$ cat src/rtl/tone_sequencer.sv
// tone_sequencer: plays a small {note, duration} buffer into the tone decoder's note-code input.
// Define TONE_SEQ_GAP_EN to insert one silent tick between notes (no gap after the final note).
module tone_sequencer #(
  parameter int DEPTH    = 16,
  parameter int TICK_DIV = 1000000,
  parameter int DUR_W    = 8
) (
  input  logic                   i_clk,
  input  logic                   i_rst_n,
  input  logic                   i_wr_en,
  input  logic [7:0]             i_wr_note,
  input  logic [DUR_W-1:0]       i_wr_dur,
  input  logic                   i_clear,
  input  logic                   i_start,
  input  logic                   i_stop,
  input  logic                   i_loop,
  output logic [7:0]             o_note,
  output logic                   o_busy,
  output logic                   o_done,
  output logic                   o_full,
  output logic [$clog2(DEPTH):0] o_count
);

  localparam int IW = $clog2(DEPTH);
  localparam int CW = IW + 1;
  localparam int TW = (TICK_DIV > 1) ? $clog2(TICK_DIV) : 1;
  localparam logic [TW-1:0] TICK_LAST = TW'(TICK_DIV - 1);
  localparam logic [CW-1:0] DEPTH_C   = CW'(DEPTH);

`ifdef TONE_SEQ_GAP_EN
  typedef enum logic [1:0] {S_IDLE, S_PLAY, S_GAP} state_t;
`else
  typedef enum logic [1:0] {S_IDLE, S_PLAY} state_t;
`endif

  logic [7:0]       r_mem_note [DEPTH];
  logic [DUR_W-1:0] r_mem_dur  [DEPTH];

  state_t           r_state, w_state;
  logic [IW-1:0]    r_idx,   w_idx;
  logic [TW-1:0]    r_tick,  w_tick;
  logic [DUR_W-1:0] r_dur,   w_dur;
  logic [7:0]       r_note,  w_note;
  logic [CW-1:0]    r_count, w_count;
  logic             r_done,  w_done;
  logic             r_busy,  r_full;

  logic             w_wr;
  logic             w_tick_wrap;
  logic             w_expire;
  logic             w_is_last;
  logic [IW-1:0]    w_last_idx;
  logic [IW-1:0]    w_nxt_idx;
  logic [IW-1:0]    w_ld_idx;
  logic [DUR_W-1:0] w_ld_dur;
  logic [7:0]       w_ld_note;

  assign w_tick_wrap = (r_tick == TICK_LAST);
  // A zero-duration entry expires on its first cycle, which is how it gets skipped.
  assign w_expire    = (r_dur == '0) || (w_tick_wrap && (r_dur == DUR_W'(1)));
  assign w_last_idx  = IW'(r_count - 1'b1);
  assign w_is_last   = (r_idx == w_last_idx);
  assign w_nxt_idx   = w_is_last ? '0 : IW'(r_idx + 1'b1);
  assign w_ld_idx    = (r_state == S_IDLE) ? '0 : w_nxt_idx;
  assign w_ld_dur    = r_mem_dur[w_ld_idx];
  assign w_ld_note   = (w_ld_dur != '0) ? r_mem_note[w_ld_idx] : r_note;

  always_comb begin
    w_state = r_state;
    w_idx   = r_idx;
    w_tick  = r_tick;
    w_dur   = r_dur;
    w_note  = r_note;
    w_count = r_count;
    w_done  = 1'b0;
    w_wr    = 1'b0;
    case (r_state)
      S_IDLE: begin
        if (i_start && !i_stop) begin
          if (r_count == '0) begin
            w_done = 1'b1;
          end else begin
            w_state = S_PLAY;
            w_idx   = '0;
            w_tick  = '0;
            w_dur   = w_ld_dur;
            w_note  = w_ld_note;
          end
        end else if (i_clear) begin
          w_count = '0;
        end else if (i_wr_en && (r_count != DEPTH_C)) begin
          w_wr    = 1'b1;
          w_count = r_count + 1'b1;
        end
      end
      S_PLAY: begin
        if (i_stop) begin
          w_state = S_IDLE;
          w_idx   = '0;
          w_tick  = '0;
          w_dur   = '0;
          w_note  = '0;
        end else if (w_expire) begin
          if (w_is_last && !i_loop) begin
            w_state = S_IDLE;
            w_idx   = '0;
            w_tick  = '0;
            w_dur   = '0;
            w_note  = '0;
            w_done  = 1'b1;
          end else begin
`ifdef TONE_SEQ_GAP_EN
            w_state = S_GAP;
            w_tick  = '0;
            w_note  = '0;
`else
            w_idx   = w_nxt_idx;
            w_tick  = '0;
            w_dur   = w_ld_dur;
            w_note  = w_ld_note;
`endif
          end
        end else if (w_tick_wrap) begin
          w_tick = '0;
          w_dur  = r_dur - 1'b1;
        end else begin
          w_tick = r_tick + 1'b1;
        end
      end
`ifdef TONE_SEQ_GAP_EN
      S_GAP: begin
        if (i_stop) begin
          w_state = S_IDLE;
          w_idx   = '0;
          w_tick  = '0;
          w_dur   = '0;
          w_note  = '0;
        end else if (w_tick_wrap) begin
          // Loop-vs-finish was decided on leaving PLAY; only wrap the index here.
          w_state = S_PLAY;
          w_idx   = w_nxt_idx;
          w_tick  = '0;
          w_dur   = w_ld_dur;
          w_note  = w_ld_note;
        end else begin
          w_tick = r_tick + 1'b1;
        end
      end
`endif
      default: begin
        w_state = S_IDLE;
        w_note  = '0;
      end
    endcase
  end

  always_ff @(posedge i_clk or negedge i_rst_n) begin
    if (!i_rst_n) begin
      r_state <= S_IDLE;
      r_idx   <= '0;
      r_tick  <= '0;
      r_dur   <= '0;
      r_note  <= '0;
      r_count <= '0;
      r_done  <= 1'b0;
      r_busy  <= 1'b0;
      r_full  <= 1'b0;
    end else begin
      r_state <= w_state;
      r_idx   <= w_idx;
      r_tick  <= w_tick;
      r_dur   <= w_dur;
      r_note  <= w_note;
      r_count <= w_count;
      r_done  <= w_done;
      r_busy  <= (w_state != S_IDLE);
      r_full  <= (w_count == DEPTH_C);
    end
  end

  // Buffer storage carries no reset; contents are only meaningful below COUNT.
  always_ff @(posedge i_clk) begin
    if (w_wr) begin
      r_mem_note[r_count[IW-1:0]] <= i_wr_note;
      r_mem_dur[r_count[IW-1:0]]  <= i_wr_dur;
    end
  end

  assign o_note  = r_note;
  assign o_busy  = r_busy;
  assign o_done  = r_done;
  assign o_full  = r_full;
  assign o_count = r_count;

endmodule

$ cat config.mk
export PLATFORM = sky130hd
export DESIGN_NAME = tone_sequencer
export DESIGN_NICKNAME = d
export VERILOG_FILES = /design/src/rtl/tone_sequencer.sv
export SDC_FILE = /design/constraint.sdc
export NUM_CORES = 1
export LEC_CHECK = 0
export ABC_AREA = 1
export CORE_MARGIN = 5
export CORE_UTILIZATION = 60
export CTS_CLUSTER_SIZE = 12
export DETAILED_ROUTE_END_ITERATION = 10
export HOLD_SLACK_MARGIN = 0.12
export PLACE_DENSITY = 0.87
export SLEW_MARGIN = 25
export SYNTH_ARGS = -nofsm -noshare
export SYNTH_HDL_FRONTEND = slang
export SYNTH_SLANG_ARGS = --single-unit
$ cat constraint.sdc
create_clock -name i_clk -period 8.15 [get_ports i_clk]
set_input_delay 0.815 -clock i_clk [delete_from_list [all_inputs] [get_ports i_clk]]
set_output_delay 0.815 -clock i_clk [all_outputs]
set_load 0.03 [all_outputs]
==> results.cfg <==
[cells_and_area]
fin_util = 0.674
nets = 1397
drive_gt1_frac = 0.0667
fillCellCount = 1502
syn_to_final_growth_pct = 10.6

[sta]
fin_skew_ns = 0.0245
max_slew_margin = 0.311
setup_violations = 0
tightest_slew_ns = 1.03
fin_crit_sh = 0.625
whs_ns = 0.293
fin_crit_ns = 5.10
tns_ns = 0
maxSlewViolCount = 0
clock.fmax_mhz = 196
hold_viol = 0
rsz0062_at_grt = no

[clock_network]
postCtsSetupBuffers = 0
cts_sinks = 306
path_clk_slew_ns = 0.06
clk_latency_ns = 0.57
cts_root_buffer = clkbuf_16
tritoncts = built
cts_max_path_buffers = 3
postCtsHoldBufs = 0
cts-buffers-inserted = 30
ctsHtreeMaxLevel = 1
cts_resized = 0

[status]
status = finished clean

[global_routing]
overflow = 0
antenna_found_initial = 0
grt_start_max_net_pins = 102
grt_pass1_vias = 9847
grt_first_pass_wirelength_mm = 51.1
grtUsageTotal = 0.246

[synth]
syn_inst = 1348
ys_warn_count = 0
syn_nets = 1381
ys_ff_latch = 306
avgSynthCellArea_um2 = 10.3
synth_area_leaders = edfxtp_1, nand3_1, dfrtp_1
synth_largest_area_cell = edfxtp_1
yosysTopAreaCellShare = 0.555
synth_ff_type = edfxtp_1
synth_cell_types = 43
synth_most_common_cell = nand2_1
syn_area_um2 = 13800
synth_commonest_cells = nand2_1, nand3_1, edfxtp_1
ys_seq_area_frac = 0.646
async_flop_share = 0.163
synth-edff-count = 256

[floorplan]
die_y_um = 162
io_pins = 39
core_region_area_um2 = 22700
start_util = 0.610
die_w_um = 162
rows = 55
dieArea_um2 = 26200

[setup_path]
end_kind = flop
startpoint_type = flop
critPathKind = flop to flop
crit_chain = inv_1, ha_1, xnor2_1, nor2_2, nand3_4, nand3_2, inv_2, nand3_1, nand3_1, nand2_1, inv_1, nand2_1, nor2_4, nand2_4, nand2_1, nand3_1, nand2_1
cpPeakStageDelay_ns = 0.99
crit_top_cell = nand2_1
crit_fanout = 64
crit_required_ns = 8.65
ff2ff_setup_slack_ns = 3.05
slowest_stage = nand3_2
r2r_cells = 17
arrival_ns = 5.60

[power_and_ir_drop]
leakagePower_uw = 0.00607
vdd_ir_drop_max_mv = 0.159
power_uw = 3500
p_per_area_nw_per_um2 = 229

[detailed_routing]
firstDrtPassIters = 5
routed_wl_mm = 32.7
ant_nets = 0
vias = 10100
drtIter0Drc = 1553
drcViolationCount = 0
viasPerCell = 6.07
wl_per_cell_um = 19.6

[place]
port-buffer-count = 38
hpwl_mm = 18.3
gp_congestion = 0.863

[min_path]
hold_path.class = input port to async pin

[run]
cap_violations = 0
-- worst max-delay path, delay by kind of cell, from the launching register on --
family        cells  cell delay, ns
xor+xnor          1            0.18
fa+ha+maj         1            0.35
buf+inv           3            1.18
flops             1            0.50
simple gates     12            2.79
-- sequential cells by signal, summed over array words and instances (netlist names) --
| register | flops |
|---|---|
| o_busy | 1 |
| o_count | 5 |
| r_idx | 4 |
| r_mem_dur | 128 |
| o_note | 8 |
| r_dur | 8 |
| r_mem_note | 128 |
| o_full | 1 |
| r_state | 2 |
| o_done | 1 |
| r_tick | 20 |
-- through the flow --
stage / std cells / setup WS (ns) / instance area, um2
2_1_floorplan: 1348 / 5.34 / 13800
3_3_place_gp: 1617 / 3.42 / 14400
3_5_place_dp: 1617 / 3.18 / 14400
4_1_cts: 1664 / 3.22 / 15300
5_1_grt: 1664 / 2.76 / 15300
6_report: 1665 / 3.05 / 15300
-- routing by layer --
| metal | share of wire | track usage |
|---|---|---|
| met3 | 0.11 | 0.0474 |
| met2 | 0.48 | 0.409 |
| met4 | 0.042 | 0.106 |
| met5 | 0 | 0 |
| met1 | 0.37 | 0.318 |
-- layout make-up --
cell class                 instances  area, um2  area share
clock inverter                     4       28.8     0.00188
clock buffer                      43        840      0.0549
antenna                            1       2.50    0.000164
inverter                         181        681      0.0445
multi-input combinational        798       4010       0.262
sequential                       306       8940       0.584
timing repair buffer              47        449      0.0293
tap                              285        357      0.0233
-- power breakdown --
group          internal [uW]  switching [uW]  total [uW]
registers               1740            33.0        1770
logic                    148             336         484
clock network            704             543        1250
total                   2590             912        3500
-- cell usage in the layout (no fill, tap or decap), types with 2 or more instances in the layout --
| cell type | instances |
|---|---|
| nor3_1 | 11 |
| clkbuf_8 | 4 |
| a21oi_1 | 23 |
| nor4_1 | 4 |
| clkdlybuf4s50_1 | 37 |
| clkbuf_1 | 9 |
| nor2_1 | 47 |
| inv_2 | 11 |
| nand2_4 | 2 |
| nand3_2 | 3 |
| nand3_1 | 259 |
| nor2_4 | 13 |
| dfrtp_1 | 50 |
| o22ai_1 | 2 |
| buf_4 | 9 |
| nand2_2 | 2 |
| nand2_1 | 306 |
| edfxtp_1 | 256 |
| nand4_1 | 64 |
| nor2_8 | 2 |
| clkbuf_16 | 30 |
| o21ai_0 | 6 |
| clkinv_1 | 4 |
| inv_1 | 167 |
| xnor2_1 | 4 |
| xor2_1 | 12 |
| ha_1 | 10 |
| nand3_4 | 2 |
| nor2_2 | 7 |
| clkinv_2 | 2 |
| a22oi_1 | 4 |
| o32ai_1 | 3 |
-- kinds of logic after synthesis --
logic type | after synthesis | share of synthesized area
fa+ha+maj | 10 | 0.00904
flops | 306 | 0.646
simple gates | 728 | 0.244
other cells | 1 | 0.000271
buf+inv | 244 | 0.0727
xor+xnor | 16 | 0.0101
compound gates | 43 | 0.0183
-- worst paths after layout --
path / start / to
worst max-delay path: o_count[0]$_DFF_PN0_ / o_note[7]$_DFFE_PN0P_
worst max register to register: o_count[0]$_DFF_PN0_ / o_note[7]$_DFFE_PN0P_
worst min-delay path: i_rst_n / o_note[1]$_DFFE_PN0P_
max in group asynchronous: i_rst_n / r_tick[18]$_DFFE_PN0P_
worst min register to register: o_note[1]$_DFFE_PN0P_ / o_note[1]$_DFFE_PN0P_
min in group i_clk: o_note[1]$_DFFE_PN0P_ / o_note[1]$_DFFE_PN0P_
Power figures use the tool's default switching activity.
